$ cat config.mk
export PLATFORM = sky130hd
export DESIGN_NAME = vga_timing_generator
export DESIGN_NICKNAME = d
export VERILOG_FILES = /design/src/rtl/vga_timing_generator.sv
export SDC_FILE = /design/constraint.sdc
export NUM_CORES = 1
export LEC_CHECK = 0
export CAP_MARGIN = 5
export CORE_UTILIZATION = 51
export DETAILED_ROUTE_END_ITERATION = 12
export PLACE_DENSITY = 0.83
export SLEW_MARGIN = 15
export SYNTH_ARGS = -nofsm -noshare
export SYNTH_HDL_FRONTEND = slang
export SYNTH_SLANG_ARGS = --single-unit
$ cat constraint.sdc
create_clock -name vga_clock -period 4.8 [get_ports vga_clock]
set_clock_uncertainty 0.15 [all_clocks]
set_input_delay 0.96 -clock vga_clock [delete_from_list [all_inputs] [get_ports vga_clock]]
set_output_delay 0.96 -clock vga_clock [all_outputs]
set_load 0.005 [all_outputs]
$ cat src/rtl/vga_timing_generator.sv
// ---------------------------------------------------------------------------
// vga_timing_generator
//
// Free-running raster timing for the VGA output path. A horizontal counter
// runs at pixel rate; the vertical counter advances once per line. Every
// output is registered from the same (h_cnt, v_cnt) pair, so on any given
// cycle row, column, the syncs, the enables and the strobes all describe
// the same pixel.
//
// Ports:
//   vga_clock       pixel clock, all logic on its rising edge
//   reset           asynchronous, active-high reset
//   row             vertical position of the current pixel (0..V_TOTAL-1)
//   column          horizontal position of the current pixel (0..H_TOTAL-1)
//   display_enable  high inside the visible area
//   hsync, vsync    sync pins, asserted at level SYNC_ACTIVE
//   line_start      one-cycle strobe at column 0
//   frame_start     one-cycle strobe at column 0, row 0
//   vblank          high while row >= V_VISIBLE
//   frame_count     frames started since reset, wraps modulo 2^32
// ---------------------------------------------------------------------------
module vga_timing_generator #(
    parameter int   H_VISIBLE   = 640,
    parameter int   H_FRONT     = 16,
    parameter int   H_SYNC      = 96,
    parameter int   H_BACK      = 48,
    parameter int   V_VISIBLE   = 480,
    parameter int   V_FRONT     = 10,
    parameter int   V_SYNC      = 2,
    parameter int   V_BACK      = 33,
    parameter logic SYNC_ACTIVE = 1'b0
) (
    input  logic               vga_clock,
    input  logic               reset,
    output logic signed [31:0] row,
    output logic signed [31:0] column,
    output logic               display_enable,
    output logic               hsync,
    output logic               vsync,
    output logic               line_start,
    output logic               frame_start,
    output logic               vblank,
    output logic [31:0]        frame_count
);

    localparam int H_TOTAL = H_VISIBLE + H_FRONT + H_SYNC + H_BACK;
    localparam int V_TOTAL = V_VISIBLE + V_FRONT + V_SYNC + V_BACK;
    localparam int HW      = $clog2(H_TOTAL);
    localparam int VW      = $clog2(V_TOTAL);

    // Boundaries pre-sized to the counter widths so every compare is
    // width-matched.
    localparam logic [HW-1:0] H_LAST     = HW'(H_TOTAL - 1);
    localparam logic [HW-1:0] H_VIS_END  = HW'(H_VISIBLE);
    localparam logic [HW-1:0] H_SYNC_BEG = HW'(H_VISIBLE + H_FRONT);
    localparam logic [HW-1:0] H_SYNC_END = HW'(H_VISIBLE + H_FRONT + H_SYNC);
    localparam logic [VW-1:0] V_LAST     = VW'(V_TOTAL - 1);
    localparam logic [VW-1:0] V_VIS_END  = VW'(V_VISIBLE);
    localparam logic [VW-1:0] V_SYNC_BEG = VW'(V_VISIBLE + V_FRONT);
    localparam logic [VW-1:0] V_SYNC_END = VW'(V_VISIBLE + V_FRONT + V_SYNC);

    logic [HW-1:0] h_cnt;
    logic [VW-1:0] v_cnt;

    // Decoded view of the pixel the counters currently point at.
    logic h_active;
    logic v_active;
    logic h_sync_on;
    logic v_sync_on;
    logic at_line_start;
    logic at_frame_start;

    // ------------------------------------------------------------------
    // Raster counters: never stall, wrap at the end of line / frame.
    // ------------------------------------------------------------------
    always_ff @(posedge vga_clock or posedge reset) begin
        if (reset) begin
            h_cnt <= '0;
            v_cnt <= '0;
        end else if (h_cnt == H_LAST) begin
            h_cnt <= '0;
            if (v_cnt == V_LAST) begin
                v_cnt <= '0;
            end else begin
                v_cnt <= v_cnt + 1'b1;
            end
        end else begin
            h_cnt <= h_cnt + 1'b1;
        end
    end

    // ------------------------------------------------------------------
    // Decode of the current counter pair.
    // ------------------------------------------------------------------
    always_comb begin
        h_active       = (h_cnt < H_VIS_END);
        v_active       = (v_cnt < V_VIS_END);
        h_sync_on      = (h_cnt >= H_SYNC_BEG) && (h_cnt < H_SYNC_END);
        // Decoded from v_cnt alone; because the registered outputs move
        // with the counters, vsync only changes when column returns to 0.
        v_sync_on      = (v_cnt >= V_SYNC_BEG) && (v_cnt < V_SYNC_END);
        at_line_start  = (h_cnt == '0);
        at_frame_start = (h_cnt == '0) && (v_cnt == '0);
    end

    // ------------------------------------------------------------------
    // Output register: one stage, all outputs captured from the same
    // counter pair so there is no skew between them.
    // ------------------------------------------------------------------
    always_ff @(posedge vga_clock or posedge reset) begin
        if (reset) begin
            row            <= '0;
            column         <= '0;
            display_enable <= 1'b0;
            hsync          <= ~SYNC_ACTIVE;
            vsync          <= ~SYNC_ACTIVE;
            line_start     <= 1'b0;
            frame_start    <= 1'b0;
            vblank         <= 1'b0;
            frame_count    <= '0;
        end else begin
            row            <= signed'(32'(v_cnt));
            column         <= signed'(32'(h_cnt));
            display_enable <= h_active && v_active;
            hsync          <= h_sync_on ? SYNC_ACTIVE : ~SYNC_ACTIVE;
            vsync          <= v_sync_on ? SYNC_ACTIVE : ~SYNC_ACTIVE;
            line_start     <= at_line_start;
            frame_start    <= at_frame_start;
            vblank         <= ~v_active;
            // Counts in the same cycle frame_start rises, so the first
            // frame after reset reads 1.
            if (at_frame_start) begin
                frame_count <= frame_count + 32'd1;
            end
        end
    end

endmodule

# Yosys cells after proc, flatten, opt, wreduce, memory -nomap -nowiden
# Index checks and enable logic that the tools add are counted.
[word_totals]
word_cells = 33
reg_bits = 78
output_inout_bits = 102
n_memories = 0
mem_bits_ro = 0
ramBits = 0
in_bits = 2
latchBits = 0
[classes]
bitwise = 1
mux = 4
eq_ne = 2
reduce_logical = 6
magnitude_cmp = 6
add_sub_neg = 3
div_mod_pow = 0
n_shift = 0
multipliers = 0
[op_table]
columns = ["cell", "n"]
rows = [
  ["adder 32 x 1 -> 32 bit, second input constant", 1],
  ["adder 10 x 1 -> 10 bit, second input constant", 2],
  ["equality test 10 bit, second input constant", 2],
  ["zero test 10 bit", 2],
  ["less-than comparator 10 bit, second input constant", 2],
  ["less-than comparator 10 x 9 -> 1 bit, second input constant", 2],
  ["2-to-1 mux 10 bit", 2],
  ["greater-or-equal comparator 10 bit, second input constant", 1],
  ["greater-or-equal comparator 10 x 9 -> 1 bit, second input constant", 1],
  ["logical AND 1 bit", 4],
  ["2-to-1 mux 1 bit", 2],
  ["inverter 1 bit", 1],
]

# Logic depth before layout (Yosys ltp)
# Gate-level depths: netlist of run 1.
[logic_depth]
word_depth = 3
depth_mapped = 8
mapped_depth_nobuf = 8

# Worst setup path before layout of run 1
# Ideal clock, no wire load.
[synth_path]
path_kind = "register to register"
from = "register v_cnt[1]"
to = "register frame_count[23]"
setup_time_ps = 79
path_slack_ps = 2524
t_required_ps = 4571
period_less_slack_ps = 2276
n_path_buf = 1
path_stages_with_launch = 9
arrival_ps = 2046
cell_sequence = "dfrtp_1 > inv_1 > ha_1 > or4b_4 > nor3_4 > and4_1 > clkbuf_2 > and4_1 > xor2_1"
[synth_via]
elab_chain_len = 2
[synth_rtl]
columns = ["element", "line_no", "text"]
rows = [
  ["from (decl)", "63", "logic [VW-1:0] v_cnt;"],
  ["from (signal assigned)", "85", "v_cnt <= v_cnt + 1'b1;"],
  ["zero test 10 bit", "103", "at_frame_start = (h_cnt == '0) && (v_cnt == '0);"],
  ["logical AND 1 bit", "103", ""],
  ["to (signal assigned)", "133", "frame_count <= frame_count + 32'd1;"],
  ["to (decl)", "43", "output logic [31:0] frame_count"],
]
# No other way between the ends.
# A chain may end at the register's enable or synchronous reset.

# Worst setup path in the final report of run 1
[layout_path]
from = "register v_cnt[1]"
to = "register frame_count[12]"
[layout_via]
elab_chain_len = 2
[layout_rtl]
columns = ["element", "line_no", "text"]
rows = [
  ["zero test 10 bit", "103", ""],
  ["logical AND 1 bit", "103", ""],
  ["net at_frame_start", "71", "logic at_frame_start;"],
]
# The timed path passes the listed nets, and every way through them passes these cells.

==> results of run 1 <==
area by class of cell:
type                            count  area, µm²  share of cell area (%)
Tap cell                           96        120                    2.77
Timing Repair Buffer               60        598                    13.8
Sequential cell                    78       1950                    45.1
Clock buffer                       14        163                    3.76
Multi-Input combinational cell    234       1460                    33.6
Clock inverter                      1       5.00                   0.116
Inverter                            9       35.0                   0.809
how the worst max path moves through the flow:
stage             start               to  cells after the start
3_3_place_gp      reset            vsync                      3
6_report       v_cnt[1]  frame_count[12]                      8
5_1_grt        v_cnt[1]  frame_count[12]                      8
3_5_place_dp      reset            vsync                      3
4_1_cts        v_cnt[1]  frame_count[12]                      8
2_1_floorplan     reset        column[0]                      1
worst register-to-register path, delay by kind of cell, from the launching register on:
family | cells | cell delay (ps)
and+or+nand+nor | 4 | 1280
DFF | 1 | 450
buffers and inverters | 2 | 350
xor gates and xnor gates | 1 | 150
adders and majority gates | 1 | 140
cell usage after synthesis, drive strengths merged, types with 6 or more instances:
| master | count | share of area (%) |
|---|---|---|
| and3 | 8 | 1.4 |
| and4 | 7 | 1.7 |
| buf | 45 | 9.4 |
| dfrtp | 76 | 52 |
| inv | 8 | 0.82 |
| nand2 | 27 | 2.8 |
| nand3 | 16 | 2.5 |
| nand4 | 18 | 3.7 |
| nor2 | 16 | 1.6 |
| nor3 | 13 | 2.1 |
| nor4 | 6 | 1.4 |
| o21ai | 8 | 1.1 |
| xnor2 | 19 | 4.6 |
| xor2 | 22 | 5.3 |
layer usage:
metal	vias up	part of all wire (%)
met2	92	49
met5	-	0
li1	1169	-
met4	0	1.8
met3	9	5.3
met1	1239	44
kinds of logic (layout without fill, tap and decap cells):
| family | after synthesis | in the layout | synth area share [%] |
|---|---|---|---|
| buffers and inverters | 59 | 84 | 11.0 |
| xor gates and xnor gates | 41 | 41 | 9.84 |
| adders and majority gates | 5 | 5 | 1.71 |
| and+or+nand+nor | 128 | 128 | 21.2 |
| DFF | 78 | 78 | 53.5 |
| other | 1 | 44 | 0.103 |
| AOI/OAI and AO/OA | 16 | 16 | 2.64 |
through the flow:
step / hold slack, ps / setup slack [ps] / cell area (µm²) / power, W
3_3_place_gp: 280 / 2100 / 4160 / 0.000691
4_1_cts: 305 / 2220 / 4330 / 0.00112
2_1_floorplan: 202 / 1700 / 3810 / 0.000713
6_report: 305 / 2220 / 4330 / 0.00111
5_1_grt: 328 / 2050 / 4330 / 0.00115
3_5_place_dp: 288 / 2060 / 4160 / 0.000691
flip-flops by register name (all words and copies together), names as in the netlist:
name	flops
hsync	1
vsync	1
row	10
column	10
line_start	1
vblank	1
display_enable	1
h_cnt	10
frame_start	1
frame_count	32
v_cnt	10
power by group through the flow:
stage               Sequential, W  Combinational [W]  Clock (W)
floorplan                0.000670          0.0000430          0
global placement         0.000670          0.0000212          0
detailed placement       0.000670          0.0000218          0
CTS                      0.000657          0.0000218   0.000439
global route             0.000657          0.0000267   0.000465
finish                   0.000657          0.0000215   0.000430
==> out/qor.log, run 1 <==
qor: final_layout.utilization 63.0%
qor: pwr.p_sw_share 21.4%
qor: timing.max_clock_freq 387 MHz
qor: grt.number_of_global_route_vias_before_repair 2269
qor: timing.report.final.slew_viol_count 0
qor: synthesis.synth_ff_type sky130_fd_sc_hd__dfrtp_1
qor: route.vias 2509
qor: die.die_height 86.6 µm
qor: worst_hold_path.cells_on_worst_hold_path 0
qor: pwr.internal_power 0.000871 W
qor: worst_setup_path.cp_slowest_stage_delay 480 ps
qor: final_layout.final_common_cell sky130_fd_sc_hd__dfrtp_1
qor: synthesis.synth-seq-area-share 53.5%
qor: pwr.p_switching 0.000237 W
qor: grt.antenna_found_initial 0
qor: grt.grt_pass1_wl 10900 µm
qor: grt.grt-ovfl-total 0
qor: timing.rsz0062_at_grt no
qor: pwr.leakagePower 2.03 nW
qor: final_layout.fillers 538
qor: worst_setup_path.cpLargestDelayFamily simple AND/OR/NAND/NOR gates
qor: pwr.maximum_vdd_drop 0.176 mV
qor: clock_tree.clock_sinks 78
qor: die.row_count 30
qor: worst_setup_path.startpoint_type register
qor: timing.totalNegativeSetupSlack 0 ps
qor: route.drt_pre_antenna_iters 4
qor: synthesis.synth.distinct_cells 46
qor: placed_design.globalplace.congestion 0.836
qor: synthesis.synthesis.yosys.warnings 0
qor: clock_tree.worst_setup_hold_path_clk_slew 70 ps
qor: final_layout.layout-area-overhead-vs-synth 18.6%
qor: clock_tree.postCtsSetupBuffers 0
qor: placed_design.place.port_buffers 59
qor: final_layout.mostFrequentLayoutCells sky130_fd_sc_hd__dfrtp_1 (76), sky130_fd_sc_hd__clkdlybuf4s50_1 (59), sky130_fd_sc_hd__conb_1 (44)
qor: synthesis.synth_register_bits 78
qor: final_layout.nets 399
qor: worst_setup_path.timing.critical_path.slowest_stage_cell sky130_fd_sc_hd__or4b_4
qor: clock_tree.clock_tree.root_cell sky130_fd_sc_hd__clkbuf_8
qor: worst_setup_path.critical_path_required 4930 ps
qor: worst_setup_path.crit_buf_inv 2
qor: die.die-area 0.00750 mm²
qor: die.floorplan.core_area 0.00687 mm²
qor: route.drt_first_iter_violations 98
qor: synthesis.synth_area_per_cell 11.1 µm²
qor: clock_tree.cts-root-to-sink-buffers 2
qor: synthesis.syn_area 0.00365 mm²
qor: pwr.pwr-share-seq 59.3%
qor: grt.routing_usage_on_met2 30.7%
qor: placed_design.dpl.hpwl 4690 µm
qor: die.boundaryPins 104
qor: synthesis.async_flop_share 100%
qor: worst_setup_path.worstReg2RegEnd frame_count[12]
qor: worst_setup_path.crit_arrival 2710 ps
qor: timing.timing.final.hold_violations 0
qor: worst_setup_path.regToRegStartpoint v_cnt[1]
qor: clock_tree.hold_buffers 0
qor: worst_setup_path.worstSetupEndpointType register
qor: clock_tree.cts_htree_levels 3
qor: status.outcome finished, final reports clean
qor: grt.maximum_number_of_pins_on_one_net_before_global_route_repair 53
qor: final_layout.num_antenna_cells 0
qor: timing.finalSetupViolCount 0
qor: pwr.combPwrFrac 1.9%
qor: route.ant_nets 0
qor: clock_tree.insertion_delay 350 ps
qor: clock_tree.cts.repair.resized 0
qor: die.start_util 53.1%
qor: worst_setup_path.r2r.worst_path.cells 8
qor: synthesis.number_of_cells_produced_by_synthesis 328
qor: route.route.detailed.vias_per_inst 5.10
qor: timing.worst_slew_pin_slew 859 ps
qor: grt.grt_use_met1 25.1%
qor: pwr.p_per_area 256 mW/mm²
qor: route.route.detailed.wl_per_inst 13.5 µm
qor: clock_tree.numCtsBuffers 9
qor: timing.final_period_minus_worst_setup_slack 2580 ps
qor: route.wirelength 6630 µm
qor: route.remaining_drc_errors 0
qor: worst_setup_path.largest_fanout_on_the_critical_path 13
qor: clock_tree.tritoncts_clock_tree built
qor: worst_setup_path.worstPathCellList inv_1 -> ha_1 -> or4b_4 -> nor3_4 -> nand3_4 -> clkinv_1 -> and4_1 -> xor2_1
qor: worst_hold_path.worstHoldEndpoint row[8]
qor: worst_setup_path.setup.worst_path.class register to register
qor: final_layout.post_route_cells_drive_above_1_share 7.58%
qor: flow_run.max-cap-violations 0
qor: final_layout.layout.cells.non_filler 492
qor: grt.gr-usage-met3 3.52%
qor: pwr.clkPwrFrac 38.8%
qor: grt.aggregate_global_route_resource_usage 19.3%
qor: worst_hold_path.worst_hold_startpoint v_cnt[8]
qor: timing.max_slew_margin 42.6%
qor: timing.final_min_period_over_clock_period 53.8%
qor: worst_hold_path.worstHoldPathType register to register
qor: worst_setup_path.reg2reg_setup_slack 2220 ps
qor: grt.grt-busiest-layer met2
qor: placed_design.dpl.cell_count 477
qor: synthesis.synth-edff-count 0
qor: die.fp.dieW 86.6 µm
Power figures use the tool's default switching activity.
==> run 2: changes to the inputs <==
--- a/config.mk
+++ b/config.mk
@@ -6,9 +6,9 @@
 export NUM_CORES = 1
 export LEC_CHECK = 0
 export CAP_MARGIN = 5
-export CORE_UTILIZATION = 51
+export CORE_UTILIZATION = 43
 export DETAILED_ROUTE_END_ITERATION = 12
-export PLACE_DENSITY = 0.83
+export PLACE_DENSITY = 0.74
 export SLEW_MARGIN = 15
 export SYNTH_ARGS = -nofsm -noshare
 export SYNTH_HDL_FRONTEND = slang
==> constraint.sdc (replaced) <==
create_clock -name vga_clock -period 2.15 [get_ports vga_clock]
set_clock_uncertainty 0.15 [all_clocks]
set_input_delay 0.43 -clock vga_clock [delete_from_list [all_inputs] [get_ports vga_clock]]
set_output_delay 0.43 -clock vga_clock [all_outputs]
set_load 0.005 [all_outputs]
==> run 2 against run 1 <==
Compared with the run above:
- the flow now finishes with violations (negative setup slack)
- cell count increased by 12%
- sequential share of layout area decreased by 6.4 points
- sequential power increased by 120%
- routed wire length increased by 20%
- core utilization decreased by 1.6 points
- hold slack got worse by 68 ps
- fmax increased by 11%
- non-clock buffer count increased by 51
- count of clock-buffer cells in the layout decreased by 3
- via count increased by 7.9%
- critical path type unchanged
==> out/qor.log, run 2 (synthesized netlist as in run 1, its figures left out) <==
qor: worst_setup_path.crit_arrival 2420 ps [was 2710 ps]
qor: die.fp.dieW 94.1 µm [was 86.6 µm]
qor: final_layout.largest_reg_by_ff_count frame_count [unchanged]
qor: route.vias 2706 [was 2509]
qor: die.die-area 0.00886 mm² [was 0.00750 mm²]
qor: flow_run.max-cap-violations 0 [unchanged]
qor: pwr.clkPwrFrac 42.4% [was 38.8%]
qor: timing.timing.final.hold_violations 0 [unchanged]
qor: worst_setup_path.timing.critical_path.slowest_stage_cell sky130_fd_sc_hd__or4b_4 [unchanged]
qor: worst_setup_path.critical_path_required 2230 ps [was 4930 ps]
qor: grt.grt_pass1_wl 12600 µm [was 10900 µm]
qor: pwr.leakagePower 2.51 nW [was 2.03 nW]
qor: route.met2_wirelength 4110 µm [was 3250 µm]
qor: grt.antenna_found_initial 0 [unchanged]
qor: worst_setup_path.setup.worst_path.class register to register [unchanged]
qor: clock_tree.numCtsBuffers 9 [unchanged]
qor: placed_design.place.port_buffers 59 [unchanged]
qor: clock_tree.cts-root-to-sink-buffers 2 [unchanged]
qor: route.m1WireLength 3290 µm [was 2910 µm]
qor: clock_tree.tritoncts_clock_tree built [unchanged]
qor: worst_setup_path.worstPathCellList inv_2 -> ha_4 -> or4b_4 -> nor3_4 -> buf_4 -> nand3_4 -> buf_4 -> clkbuf_16 -> buf_4 -> xnor2_2 [was inv_1 -> ha_1 -> or4b_4 -> nor3_4 -> nand3_4 -> clkinv_1 -> and4_1 -> xor2_1]
qor: final_layout.layout-area-overhead-vs-synth 38.2% [was 18.6%]
qor: clock_tree.clock_sinks 78 [unchanged]
qor: final_layout.final_common_cell sky130_fd_sc_hd__dfrtp_1 [unchanged]
qor: grt.aggregate_global_route_resource_usage 18.7% [was 19.3%]
qor: final_layout.mostFrequentLayoutCells sky130_fd_sc_hd__dfrtp_1 (75), sky130_fd_sc_hd__clkdlybuf4s50_1 (59), sky130_fd_sc_hd__buf_4 (48) [was sky130_fd_sc_hd__dfrtp_1 (76), sky130_fd_sc_hd__clkdlybuf4s50_1 (59), sky130_fd_sc_hd__conb_1 (44)]
qor: worst_setup_path.largest_fanout_on_the_critical_path 6 [was 13]
qor: route.remaining_drc_errors 0 [unchanged]
qor: worst_setup_path.timing.critical_path.mode_cell sky130_fd_sc_hd__buf_4
qor: route.route.detailed.vias_per_inst 4.89 [was 5.10]
qor: route.route.detailed.wl_per_inst 14.3 µm [was 13.5 µm]
qor: timing.final_period_minus_worst_setup_slack 2340 ps [was 2580 ps]
qor: timing.max_slew_margin 63.6% [was 42.6%]
qor: route.drt_first_iter_violations 71 [was 98]
qor: timing.rsz0062_at_grt yes [was no]
qor: timing.report.final.slew_viol_count 0 [unchanged]
qor: grt.maximum_number_of_pins_on_one_net_before_global_route_repair 55 [was 53]
qor: route.ant_nets 0 [unchanged]
qor: placed_design.globalplace.congestion 0.843 [was 0.836]
qor: pwr.p_sw_share 21.6% [was 21.4%]
qor: route.drt_pre_antenna_iters 4 [unchanged]
qor: route.wirelength 7940 µm [was 6630 µm]
qor: final_layout.nets 450 [was 399]
qor: timing.max_clock_freq 428 MHz [was 387 MHz]
qor: placed_design.pre_cts_setup_slack -121 ps [was 2060 ps]
qor: pwr.p_per_area 523 mW/mm² [was 256 mW/mm²]
qor: worst_setup_path.worstSetupEndpointType register [unchanged]
qor: placed_design.dpl.hpwl 5160 µm [was 4690 µm]
qor: worst_hold_path.worstHoldPathType input port to asynchronous set/reset pin [was register to register]
qor: final_layout.largest_register_ff_count 32 [unchanged]
qor: route.topRoutingLayerUsed met4 [unchanged]
qor: pwr.pwr-share-seq 55.5% [was 59.3%]
qor: die.floorplan.core_area 0.00822 mm² [was 0.00687 mm²]
qor: status.failed_checks negative setup slack
qor: route.detailroute.wirelength.met3 423 µm [was 351 µm]
qor: timing.finalSetupViolCount 31 [was 0]
qor: die.boundaryPins 104 [unchanged]
qor: clock_tree.worst_setup_hold_path_clk_slew 80 ps [was 70 ps]
qor: pwr.p_switching 0.000570 W [was 0.000237 W]
qor: clock_tree.cts_htree_levels 3 [unchanged]
qor: timing.postLayoutSetupSlackWorst -187 ps [was 2220 ps]
qor: pwr.maximum_vdd_drop 0.360 mV [was 0.176 mV]
qor: pwr.internal_power 0.00207 W [was 0.000871 W]
qor: timing.totalNegativeSetupSlack -3160 ps [was 0 ps]
qor: worst_setup_path.cp_slowest_stage_delay 470 ps [was 480 ps]
qor: clock_tree.clock_tree.root_cell sky130_fd_sc_hd__clkbuf_8 [unchanged]
qor: die.die_height 94.1 µm [was 86.6 µm]
qor: status.outcome finished with violations [was finished, final reports clean]
qor: worst_setup_path.startpoint_type register [unchanged]
qor: grt.grt-ovfl-total 0 [unchanged]
qor: timing.final_min_period_over_clock_period 109% [was 53.8%]
qor: die.row_count 33 [was 30]
qor: timing.worst_slew_pin_slew 541 ps [was 859 ps]
qor: final_layout.post_route_cells_drive_above_1_share 25.0% [was 7.58%]
qor: grt.number_of_global_route_vias_before_repair 2574 [was 2269]
qor: pwr.combPwrFrac 2.0% [was 1.9%]
qor: die.start_util 44.4% [was 53.1%]
qor: final_layout.num_antenna_cells 0 [unchanged]
qor: clock_tree.insertion_delay 350 ps [about the same]
## run 2: cell types whose count changed in the layout (fill, tap and decap cells not counted), moves of 4 or more
| cell | before | now |
|---|---|---|
| sky130_fd_sc_hd__nor3_4 | 1 | 7 |
| sky130_fd_sc_hd__nor3_1 | 12 | 5 |
| sky130_fd_sc_hd__clkinvlp_4 | 0 | 4 |
| sky130_fd_sc_hd__buf_4 | 1 | 48 |
| sky130_fd_sc_hd__o21ai_0 | 8 | 2 |
| sky130_fd_sc_hd__o21ai_1 | 0 | 4 |
## run 2: path summary, 6_finish.rpt
| check | slack (ps) | end | start | cells after the start |
|---|---|---|---|---|
| worst max-delay path | -190 | frame_count[0] | v_cnt[1] | 10 |
| min in group vga_clock | 300 | column[0] | h_cnt[0] | 0 |
| max in group asynchronous | 1000 | hsync | reset | 3 |
| worst min register to register | 300 | column[0] | h_cnt[0] | 0 |
| worst max register to register | -190 | frame_count[0] | v_cnt[1] | 10 |
| worst min-delay path | 240 | row[4] | reset | 2 |
## run 2: per-layer routing
layer | vias up | GRT usage (%)
li1 | 1271 | -
met1 | 1317 | 23.7
met2 | 106 | 31.5
met3 | 12 | 3.07
met4 | 0 | 8.21
met5 | - | 0
## run 2: repair_timing
| action | CTS | global route |
|---|---|---|
| hold buffers | 0 | 0 |
| gates resized for setup | 11 | 23 |
| endpoints found under the setup margin | 31 | 41 |
| hold endpoints to repair | 0 | 0 |
| gates cloned | 0 | 1 |
| pin swaps | 2 | 8 |
| buffers inserted | 1 | 12 |
## run 2: worst max-delay path, delay by kind of cell, from the launching register on
kind                     cells  cell delay [ps]
XOR/XNOR                     1              120
adder cells (fa/ha/maj)      1              130
buffers and inverters        5              710
AND/OR/NAND/NOR              3              710
flip-flops                   1              410
## run 2: power groups by stage
stage	logic, W	registers [W]	clock network (W)
detailed placement	0.0000545	0.00149	0
global placement	0.0000535	0.00149	0
CTS	0.0000542	0.00147	0.00114
floorplan	0.0000964	0.00150	0
finish	0.0000531	0.00147	0.00112
global route	0.0000647	0.00147	0.00121
## run 2: final cells by class
type                    count  area, µm²
fillers                   638       3170
flip-flops and latches     78       1960
multi-input cells         234       1670
repair buffers            111       1030
clock buffers              11        151
well taps                 105        131
clock inverters             5       57.6
inverters                   9       50.0
## run 2: through the flow
step                      utilization, %  cell area (µm²)  hold WS (ps)  std cells  total power, W
after floorplan                        -             3920           202        371         0.00159
after global placement              55.8             4580           314        524         0.00155
after detailed placement            55.8             4580           313        524         0.00155
after CTS                           59.0             4850           234        541         0.00266
after global routing                61.4             5040           253        553         0.00274
final                               61.4             5040           236        553         0.00264
==> run 3: changes to the inputs <==
--- a/config.mk
+++ b/config.mk
@@ -6,9 +6,11 @@
 export NUM_CORES = 1
 export LEC_CHECK = 0
 export CAP_MARGIN = 5
-export CORE_UTILIZATION = 43
+export CORE_ASPECT_RATIO = 1.25
+export CORE_UTILIZATION = 55
 export DETAILED_ROUTE_END_ITERATION = 12
-export PLACE_DENSITY = 0.74
+export DONT_BUFFER_PORTS = 1
+export PLACE_DENSITY = 0.71
 export SLEW_MARGIN = 15
 export SYNTH_ARGS = -nofsm -noshare
 export SYNTH_HDL_FRONTEND = slang
==> run 3 against run 2 <==
Compared with the run above:
- the flow still finishes with violations (negative setup slack)
- power is 8.5% lower
- sequential share of layout area rose by 6.9 points
- sequential cell count unchanged
- hold slack improved by 110 ps
- cell count decreased by 15%
- routed wire length fell by 9.2%
- clock power down 20%
- register-to-register slack better by 90 ps
- fmax grew 4.0%
- non-clock buffer count decreased by 64
- critical path depth fell by 2
- largest cell class unchanged
- highest routed layer unchanged
==> out/qor.log, run 3 (synthesized netlist as in run 1, its figures left out) <==
qor: status.outcome finished with violations [unchanged]
qor: status.failed_checks negative setup slack [unchanged]
qor: placed_design.postPlaceCellArea 0.00401 mm² [was 0.00458 mm²]
qor: placed_design.globalplace.congestion 0.814 [was 0.843]
qor: grt.grt_use_met1 24.5% [was 23.7%]
qor: placed_design.place.port_buffers 0 [was 59]
qor: grt.grt-ovfl-total 0 [unchanged]
qor: worst_setup_path.setup.worst_path.class register to register [unchanged]
qor: timing.final_min_period_over_clock_period 105% [was 109%]
qor: final_layout.final_common_cell sky130_fd_sc_hd__dfrtp_1 [unchanged]
qor: worst_setup_path.crit_arrival 2370 ps [was 2420 ps]
qor: clock_tree.numCtsBuffers 9 [unchanged]
qor: worst_hold_path.worstHoldPathType register to register [was input port to asynchronous set/reset pin]
qor: clock_tree.clock_sinks 78 [unchanged]
qor: route.route.detailed.wl_per_inst 15.4 µm [was 14.3 µm]
qor: placed_design.pre_cts_setup_slack -144 ps [was -121 ps]
qor: final_layout.postLayoutCellArea 0.00428 mm² [was 0.00504 mm²]
qor: grt.gr-usage-met3 6.25% [was 3.07%]
qor: worst_setup_path.critical_path_required 2270 ps [was 2230 ps]
qor: final_layout.layout.cells.non_filler 469 [was 553]
qor: timing.max_slew_margin 45.4% [was 63.6%]
qor: route.drt_pre_antenna_iters 6 [was 4]
qor: die.die-area 0.00697 mm² [was 0.00886 mm²]
qor: die.start_util 58.1% [was 44.4%]
qor: worst_hold_path.cells_on_worst_hold_path 1
qor: timing.timing.final.hold_violations 0 [unchanged]
qor: timing.finalSetupViolCount 19 [was 31]
qor: grt.routing_usage_on_met2 37.8% [was 31.5%]
qor: timing.worst_slew_pin_slew 811 ps [was 541 ps]
qor: die.die_height 93.1 µm [was 94.1 µm]
qor: timing.postLayoutSetupSlackWorst -98.0 ps [was -187 ps]
qor: grt.antenna_found_initial 0 [unchanged]
qor: grt.aggregate_global_route_resource_usage 21.8% [was 18.7%]
qor: pwr.leakagePower 2.20 nW [was 2.51 nW]
qor: route.remaining_drc_errors 0 [unchanged]
qor: final_layout.num_antenna_cells 0 [unchanged]
qor: clock_tree.cts-root-to-sink-buffers 2 [unchanged]
qor: final_layout.largest_register_ff_count 32 [unchanged]
qor: pwr.p_per_area 564 mW/mm² [was 523 mW/mm²]
qor: grt.grt-busiest-layer met2 [unchanged]
qor: worst_setup_path.worstSetupEndpointType register [unchanged]
qor: pwr.maximum_vdd_drop 0.400 mV [was 0.360 mV]
qor: die.row_count 32 [was 33]
qor: final_layout.layout-area-overhead-vs-synth 17.3% [was 38.2%]
qor: route.drt_first_iter_violations 120 [was 71]
qor: grt.number_of_global_route_vias_before_repair 2446 [was 2574]
qor: route.wirelength 7210 µm [was 7940 µm]
qor: placed_design.dpl.cell_count 450 [was 524]
qor: clock_tree.cts_htree_levels 3 [unchanged]
qor: die.boundaryPins 104 [unchanged]
qor: route.ant_nets 0 [unchanged]
qor: die.floorplan.core_area 0.00629 mm² [was 0.00822 mm²]
qor: die.fp.dieW 74.9 µm [was 94.1 µm]
qor: grt.grt_pass1_wl 11300 µm [was 12600 µm]
qor: final_layout.nets 386 [was 450]
qor: timing.report.final.slew_viol_count 0 [unchanged]
qor: placed_design.dpl.hpwl 5120 µm [was 5160 µm]
qor: clock_tree.insertion_delay 340 ps [was 350 ps]
qor: clock_tree.worst_setup_hold_path_clk_slew 80 ps [about the same]
qor: route.route.detailed.vias_per_inst 5.30 [was 4.89]
qor: timing.final_period_minus_worst_setup_slack 2250 ps [was 2340 ps]
qor: final_layout.largest_reg_by_ff_count frame_count [unchanged]
qor: worst_setup_path.r2r.worst_path.cells 8 [was 10]
qor: clock_tree.tritoncts_clock_tree built [unchanged]
qor: final_layout.mostFrequentLayoutCells sky130_fd_sc_hd__dfrtp_1 (76), sky130_fd_sc_hd__conb_1 (44), sky130_fd_sc_hd__buf_4 (43) [was sky130_fd_sc_hd__dfrtp_1 (75), sky130_fd_sc_hd__clkdlybuf4s50_1 (59), sky130_fd_sc_hd__buf_4 (48)]
qor: timing.rsz0062_at_grt yes [unchanged]
qor: final_layout.post_route_cells_drive_above_1_share 26.8% [was 25.0%]
qor: timing.max_clock_freq 445 MHz [was 428 MHz]
qor: clock_tree.clock_tree.root_cell sky130_fd_sc_hd__clkbuf_8 [unchanged]
qor: route.vias 2488 [was 2706]
qor: grt.maximum_number_of_pins_on_one_net_before_global_route_repair 79 [was 55]
qor: worst_setup_path.startpoint_type register [unchanged]
qor: worst_setup_path.largest_fanout_on_the_critical_path 6 [unchanged]
qor: flow_run.max-cap-violations 0 [unchanged]
==> run 3: changes by cell type in the layout (fill, tap and decap cells not counted), moves of 2 or more <==
cell	previous run	this run
sky130_fd_sc_hd__clkbuf_1	0	4
sky130_fd_sc_hd__clkbuf_8	11	9
sky130_fd_sc_hd__nand2_2	0	5
sky130_fd_sc_hd__clkinvlp_4	4	1
sky130_fd_sc_hd__clkinv_2	1	3
sky130_fd_sc_hd__nor2_1	13	15
sky130_fd_sc_hd__o21ai_0	2	6
sky130_fd_sc_hd__nor4_4	4	2
sky130_fd_sc_hd__nor4_2	0	2
sky130_fd_sc_hd__clkdlybuf4s50_1	59	0
sky130_fd_sc_hd__buf_4	48	43
sky130_fd_sc_hd__nand2_1	27	22
sky130_fd_sc_hd__o21ai_1	4	0
==> run 3: worst max-delay path, cell delays in order, from the launching register on <==
cell and delay [ps]:
sky130_fd_sc_hd__dfrtp_1 410, sky130_fd_sc_hd__inv_2 90, sky130_fd_sc_hd__ha_4 120, sky130_fd_sc_hd__or4b_4 470
sky130_fd_sc_hd__nor3_4 230, sky130_fd_sc_hd__buf_4 170, sky130_fd_sc_hd__nand4_4 140, sky130_fd_sc_hd__nor4_2 220
sky130_fd_sc_hd__xor2_1 170
==> run 3: stage by stage <==
step | hold WS [ps] | utilization [%] | TNS, ps | power (W)
2_1_floorplan | 202 | - | -1070 | 0.00159
3_3_place_gp | 291 | 63.7 | -195 | 0.00154
3_5_place_dp | 310 | 63.7 | -1040 | 0.00154
4_1_cts | 355 | 66.9 | -736 | 0.00243
5_1_grt | 368 | 68.1 | -3390 | 0.00251
6_report | 349 | 68.1 | -959 | 0.00242
==> run 3: power by group <==
part | internal, W | switching [W]
sequential | 0.00147 | 0
combinational | 0.00000542 | 0.0000463
clock | 0.000415 | 0.000482
==> run 3: path summary, 6_finish.rpt <==
kind	from	end	slack, ps
hold reg to reg	frame_count[31]	frame_count[31]	350
setup / recovery	v_cnt[1]	frame_count[29]	-100
setup reg to reg	v_cnt[1]	frame_count[29]	-100
hold / removal	frame_count[31]	frame_count[31]	350
max in group asynchronous	reset	hsync	980
min in group asynchronous	reset	frame_count[0]	530
==> run 3: cell type report <==
cell class              count  area [µm²]
inverters                   9        50.0
flip-flops and latches     78        1950
fillers                   517        2000
clock buffers              13         139
clock inverters             3        15.0
repair buffers             47         384
well taps                  85         106
multi-input cells         234        1630
==> run 3: per-layer routing <==
layer	wire length [µm]	vias to the layer above
met4	131	0
li1	-	1146
met2	3940	79
met5	0	-
met3	338	12
met1	2800	1251
==> run 3: what timing repair did <==
action	4_1_cts	5_1_grt
hold buffers	1	0
buffers inserted	2	0
pin swaps	7	8
endpoints found under the setup margin	21	38
gates resized for setup	6	19
gates cloned	0	0
endpoints found under the hold margin	76	0
